$ cat src/rtl/sa_enable_sequencer.sv
// Step sequencer for the systolic-array register enables: walks a per-step
// enable pattern table under a start/busy/done handshake with stall, abort and loop.
`timescale 1ns/1ps
module sa_enable_sequencer #(
  parameter int NUM_STEPS = 9,
  parameter int NUM_CH    = 4,
  parameter int CNT_W     = 4
) (
  input  logic              clk,
  input  logic              rst_n,
  input  logic              start_i,
  input  logic              loop_i,
  input  logic              stall_i,
  input  logic              abort_i,
  input  logic              pat_we_i,
  input  logic [CNT_W-1:0]  pat_addr_i,
  input  logic [NUM_CH-1:0] pat_data_i,
  output logic [NUM_CH-1:0] en_o,
  output logic [CNT_W-1:0]  cnt_o,
  output logic              busy_o,
  output logic              done_o
);

  typedef enum logic [1:0] {IDLE, RUN, DONE} state_t;

  localparam logic [CNT_W-1:0] LAST      = CNT_W'(NUM_STEPS - 1);
  localparam logic [CNT_W:0]   STEPS_EXT = (CNT_W + 1)'(NUM_STEPS);
  // Reset schedule for lane 0, bit i = step i.
  localparam logic [8:0]       DEF_LANE0 = 9'b110100101;

  state_t            state_q, state_d;
  logic [CNT_W-1:0]  cnt_q, cnt_d;
  logic [NUM_CH-1:0] pat_q [NUM_STEPS];
  logic [NUM_CH-1:0] row;
  logic              pat_wr;

  function automatic logic [NUM_CH-1:0] default_row(input int idx);
    logic [NUM_CH-1:0] r;
    r = '0;
    if (idx < 9) r[0] = DEF_LANE0[idx[3:0]];
    return r;
  endfunction

  always_ff @(posedge clk or negedge rst_n) begin
    if (!rst_n) begin
      state_q <= IDLE;
      cnt_q   <= '0;
    end else begin
      state_q <= state_d;
      cnt_q   <= cnt_d;
    end
  end

  // Handshake: start_i is taken only in IDLE; busy_o is high for every RUN
  // cycle; done_o pulses for one cycle after the last step of a one-shot run.
  // Abort leaves RUN silently and outranks stall and step advance.
  always_comb begin
    state_d = state_q;
    cnt_d   = cnt_q;
    case (state_q)
      IDLE: begin
        if (start_i) begin
          state_d = RUN;
          cnt_d   = '0;
        end
      end
      RUN: begin
        if (abort_i) begin
          state_d = IDLE;
          cnt_d   = '0;
        end else if (!stall_i) begin
          if (cnt_q == LAST) begin
            cnt_d = '0;
            if (!loop_i) state_d = DONE;
          end else begin
            cnt_d = cnt_q + 1'b1;
          end
        end
      end
      DONE: begin
        state_d = IDLE;
        cnt_d   = '0;
      end
      default: begin
        state_d = IDLE;
        cnt_d   = '0;
      end
    endcase
  end

  // A running schedule is frozen; rows past the last step do not exist.
  assign pat_wr = pat_we_i && (state_q != RUN) && ({1'b0, pat_addr_i} < STEPS_EXT);

  always_ff @(posedge clk or negedge rst_n) begin
    if (!rst_n) begin
      for (int i = 0; i < NUM_STEPS; i++) pat_q[i] <= default_row(i);
    end else if (pat_wr) begin
      pat_q[pat_addr_i] <= pat_data_i;
    end
  end

  assign row    = (cnt_q <= LAST) ? pat_q[cnt_q] : '0;
  assign en_o   = (state_q == RUN) ? (row & {NUM_CH{~stall_i}}) : '0;
  assign cnt_o  = cnt_q;
  assign busy_o = (state_q == RUN);
  assign done_o = (state_q == DONE);

endmodule

$ cat config.mk
export PLATFORM = sky130hd
export DESIGN_NAME = sa_enable_sequencer
export DESIGN_NICKNAME = d
export VERILOG_FILES = /design/src/rtl/sa_enable_sequencer.sv
export SDC_FILE = /design/constraint.sdc
export NUM_CORES = 1
export LEC_CHECK = 0
export CAP_MARGIN = 20
export CORE_UTILIZATION = 55
export DETAILED_ROUTE_END_ITERATION = 12
export PLACE_DENSITY = 0.79
export REMOVE_ABC_BUFFERS = 1
export SLEW_MARGIN = 20
export SYNTH_ARGS = -nofsm -noshare
export SYNTH_HDL_FRONTEND = slang
export SYNTH_SLANG_ARGS = --single-unit
$ cat constraint.sdc
create_clock -name clk -period 2.3 [get_ports clk]
set_clock_uncertainty 0.1 [all_clocks]
set_input_delay 0.69 -clock clk [delete_from_list [all_inputs] [get_ports clk]]
set_output_delay 0.69 -clock clk [all_outputs]
set_load 0.005 [all_outputs]
; ---- Word level (Yosys, flattened, before mapping)
; Index checks and enable logic that the tools add are counted.
[op_classes]
addsub = 1
order_cmp = 5
eq_ne = 8
muxes = 19
n_bitwise = 4
reduce_logical = 6
[ops]
columns = op, count
row1 = $bwmux W36, 1
row2 = $mux W4, 9
row3 = $bmux W4 S4, 1
row4 = $demux W4 S4, 1
row5 = $ge A5 B5 Y1 const B, 2
row6 = $mux W2, 5
row7 = $not A4 Y5, 2
row8 = $pmux W4 S2, 1
row9 = $ne A3 B3 Y1 const B, 2
row10 = $lt A5 B1 Y1 const B, 1
row11 = $add A4 B1 Y4 const B, 1
row12 = $and A4 B4 Y4, 1
row13 = $eq A4 B4 Y1 const B, 1
row14 = $le A4 B4 Y1 const B, 1
row15 = $lt A4 B4 Y1 const B, 1
row16 = $pmux W2 S2, 1
row17 = $reduce_and A4 Y1, 1
row18 = $logic_and A1 B1 Y1, 3
row19 = $ne A3 B2 Y1 const B, 1
row20 = $eq A2 B1 Y1 const B, 1
row21 = $eq A2 B2 Y1 const B, 1
row22 = $logic_not A2 Y1, 1
row23 = $ne A2 B1 Y1 const B, 1
row24 = $ne A2 B2 Y1 const B, 1
row25 = 2 further kinds, 2
[word_totals]
regBits = 42
input_bits = 15
out_inout_bits = 10
elab_cells = 54

; ---- Logic depth before layout (Yosys ltp)
[depth]
ltp_word = 7
mapped_depth = 7
depth_no_buf = 5

; ---- Least setup slack after synthesis
; Ideal clock, no wire load.
[synth_timing]
kind = reg-to-output
start = register cnt_q[0] (netlist: cnt_o[0])
end = output port en_o[0]
arrival_time_ps = 1512
required_ps = 1510
setup_slack_ps = -2
stages_incl_launch_ff = 6
path_buffers = 2
path_cell_list = dfrtp_1 -> buf_4 -> buf_2 -> nor4b_1 -> nand2_1 -> a21oi_1
[synth_between]
elab_chain_len = 7
word_cells_on_any_way = 8
cone_classes = order compare (1) / mux (5) / bitwise (2)
[synth_rtl]
columns = element, line_no
row1 = start: declaration, 32  ; logic [CNT_W-1:0] cnt_q, cnt_d;
row2 = start signal: assignment, 50  ; cnt_q <= cnt_d;
row3 = $not A4 Y5 (implied by the code), 102  ; assign row = (cnt_q <= LAST) ? pat_q[cnt_q] : '0;
row4 = $bmux W4 S4, 102
row5 = $mux W4 (implied by the code) (2 in series), 102
row6 = $mux W4 (*), 102
row7 = $and A4 B4 Y4 (*), 103  ; assign en_o = (state_q == RUN) ? (row & {NUM_CH{~stall_i}}) : '0;
row8 = $mux W4 (*), 103
row9 = end: declaration, 18  ; output logic [NUM_CH-1:0] en_o,
; Every way passes the cells marked *; elsewhere a longest branch is shown, timed or not. The select of a mux whose other input is x is not followed.

; ---- Final worst setup path
; Ends and elaborated chain as after synthesis.

==> parameters.txt <==
Parameter                              Value

Global route
  Largest net degree at the start of global routing    43
  Overall overflow remaining after global route    0
  Number of antenna violations at the first check in global routing    0
  Vias in the first global route    1738
  Total track usage    0.303
  First-pass GRT wire length    slightly below 9 mm

Timing
  Final WS setup    -0.370 ns
  Final Max Tran Viols    0
  Worst-margin pin slew    0.531 ns
  Final setup violation count    4
  Final Cycle Share    1.16
  Unrepaired setup endpoints after global routing    true
  Fmax    375 MHz
  Worst rel slew slack    0.646
  Final critical path time including I/O delays and setup    2.67 ns
  Setup_tns    -1.33 ns
  Total count of hold-check failures in the final report    0

Power
  Leakage power of the design    1.23 nW
  Power per cell area    between 1000 and 1500 mW/mm²
  Maximum VDD drop    0.746 mV

Floorplan
  Site row count    22
  Die Area    0.00404 mm²
  Die outline height    63.6 µm
  Initial core utilization    0.570
  Chip width    63.6 µm
  Count of pins on the block boundary    25
  Floorplan core area    0.00366 mm²

Detailed routing
  DR DRC count    0
  Routed WL    5.27 mm
  Number of nets still failing antenna checks after routing    0
  Detailed-router iteration count before antenna repair    4
  Number of DRC markers after the initial detailed-route iteration    81
  Average vias per placed instance    5.87
  Wire length per cell    19.2 µm
  Vias    1614

Setup path
  Type of element capturing the critical path    primary output
  Crit Path Max Fanout    5
  Worst setup SP type    register
  CP Data Required Time    1.51 ns
  Worst Setup Path Type    reg -> out
  Signal arrival time at the worst endpoint    1.88 ns

CTS
  Worst-skew pair later-pin latency    0.30 ns
  Maximum clock path buffer count    2
  CTS Sinks    42
  CTS H-Tree Depth    2
  TritonCTS clock tree    built
  Clock slew at the register clock pins of the worst setup and hold paths    0.08 ns
  Root Buffer    sky130_fd_sc_hd__clkbuf_8
  Total CTS buffers    5

Cells and area
  Leading cell type in the layout, fill and taps excluded    sky130_fd_sc_hd__mux2_2
  Number of antenna repair diodes    0
  Net count reported at finish    243
  Number of inserted filler cells in the final layout    about 240
  End-of-flow core utilization    0.776
  Most frequent cells in the layout    sky130_fd_sc_hd__mux2_2, sky130_fd_sc_hd__dfrtp_1, sky130_fd_sc_hd__buf_4, sky130_fd_sc_hd__clkdlybuf4s50_1, sky130_fd_sc_hd__nand2_1
  Share of post-route cells with drive strength above 1    0.515
  Combined flip-flop and latch cell area    0.00106 mm²
  Relative area change from synthesis to final layout    36.2%
  Multi-input combinational cell area    0.00107 mm²

Status
  Violations in the final reports    setup timing
  Result of the run    complete, but fails checks

Place
  Post-DP HPWL    ~3.5 mm
  Routability Congestion    0.808
  Port Buf Inserts    24

Min path
  Path category of the worst min-delay check    in -> async

Flow run
  Maximum Capacitance Violations    0

Logic synthesis
  Number of library cell types mapped by synthesis    34
  Post-Synthesis Cells    around 170
  Warnings from Yosys    0
  Post-Synthesis Mean Instance Area    12.6 µm²
  Flip-flop and latch count after synthesis    42
  Mapped cell area    0.00209 mm²
  Sequential share of the synthesized area    0.507
per-stage QoR:
step                      hold WS (ns)  instances  setup slack, ns  cell area [µm²]  power (mW)
after floorplan                  0.294        160          -0.0686             2060        1.95
after global placement           0.385        254           -0.530             2530        2.38
after detailed placement         0.393        254           -0.575             2530        2.49
after CTS                        0.362        271           -0.349             2780        3.24
after global routing             0.379        275           -0.430             2840        3.55
final                            0.343        275           -0.370             2840        3.37
cells in the mapped netlist, drive strengths merged:
| cell | number | area [µm²] |
|---|---|---|
| nor2b | 4 | 25.0 |
| a211o | 1 | 8.76 |
| ha | 2 | 25.0 |
| o41ai | 1 | 8.76 |
| nor3 | 1 | 5.00 |
| nor4 | 1 | 12.5 |
| o22ai | 1 | 6.26 |
| nand2b | 2 | 12.5 |
| nor4b | 2 | 32.5 |
| dfrtp | 37 | 926 |
| mux4 | 4 | 90.1 |
| and3 | 1 | 6.26 |
| nand3b | 2 | 15.0 |
| buf | 4 | 22.5 |
| dfstp | 5 | 131 |
| inv | 7 | 26.3 |
| mux2i | 8 | 80.1 |
| a21oi | 6 | 30.0 |
| a2111oi | 1 | 8.76 |
| o21ai | 7 | 35.0 |
| and2 | 1 | 6.26 |
| a221oi | 4 | 35.0 |
| nand3 | 5 | 25.0 |
| a311oi | 1 | 15.0 |
| nor2 | 1 | 3.75 |
| or4b | 1 | 10.0 |
| or2 | 1 | 6.26 |
| clkbuf | 1 | 3.75 |
| a21boi | 1 | 7.51 |
| nand2 | 16 | 60.1 |
| mux2 | 36 | 405 |
kinds of logic after synthesis:
| family | Yosys count | share of synthesized area |
|---|---|---|
| mux | 48 | 0.276 |
| flops | 42 | 0.507 |
| simple gates | 38 | 0.106 |
| compound gates | 23 | 0.0744 |
| buf+inv | 12 | 0.0252 |
| fa+ha+maj | 2 | 0.0120 |
state kept, by name, summed over array words and instances (netlist names):
name / cells
cnt_o: 4
pat_q: 36
state_q: 2
per-layer routing:
metal	vias to the layer above	share of wire	track usage
li1	727	-	-
met1	807	0.36	0.336
met2	61	0.55	0.539
met3	19	0.048	0.0743
met4	0	0.035	0.139
met5	-	0	0
worst max-delay path, cell delays in order (launching register included):
cell                      delay, ns
sky130_fd_sc_hd__dfrtp_2       0.42
sky130_fd_sc_hd__buf_4         0.13
sky130_fd_sc_hd__buf_12        0.11
sky130_fd_sc_hd__mux4_2        0.52
sky130_fd_sc_hd__o21ai_2       0.17
sky130_fd_sc_hd__a21oi_2       0.08
sky130_fd_sc_hd__buf_2         0.13
report_power, final:
part	switching, mW	internal, mW	total, mW	leakage, nW
logic	0.619	0.925	1.54	0.661
clock network	0.245	0.242	0.487	0.0482
registers	0.231	1.11	1.34	0.519
total	1.10	2.28	3.37	1.23
worst paths after layout:
kind	depth (start not counted)	slack, ns	endpoint	startpoint
worst min-delay path	2	0.34	state_q[1]$_DFFE_PN0P_	rst_n
worst max-delay path	6	-0.37	en_o[0]	cnt_o[0]$_DFFE_PN0P_
min in group clk	1	0.41	pat_q[23]$_DFFE_PN0P_	pat_q[23]$_DFFE_PN0P_
max in group asynchronous	2	1.36	cnt_o[3]$_DFFE_PN0P_	rst_n
worst min register to register	1	0.41	pat_q[23]$_DFFE_PN0P_	pat_q[23]$_DFFE_PN0P_
worst max register to register	8	0.30	cnt_o[3]$_DFFE_PN0P_	cnt_o[0]$_DFFE_PN0P_
area by class of cell:
| cell class | instances | area share |
|---|---|---|
| Multi-Input combinational cell | 111 | 0.377 |
| Clock inverter | 1 | 0.00176 |
| Clock buffer | 7 | 0.0304 |
| Sequential cell | 42 | 0.373 |
| Inverter | 7 | 0.0101 |
| Timing Repair Buffer | 59 | 0.187 |
| Tap cell | 48 | 0.0211 |
repair_timing:
item,4_1_cts,5_1_grt
setup buffers,8,4
resized for setup,46,8
hold buffers,0,0
endpoints found under the setup margin,5,8
gates cloned,1,0
pin swaps,9,5
(Power assumes the default switching activity.)
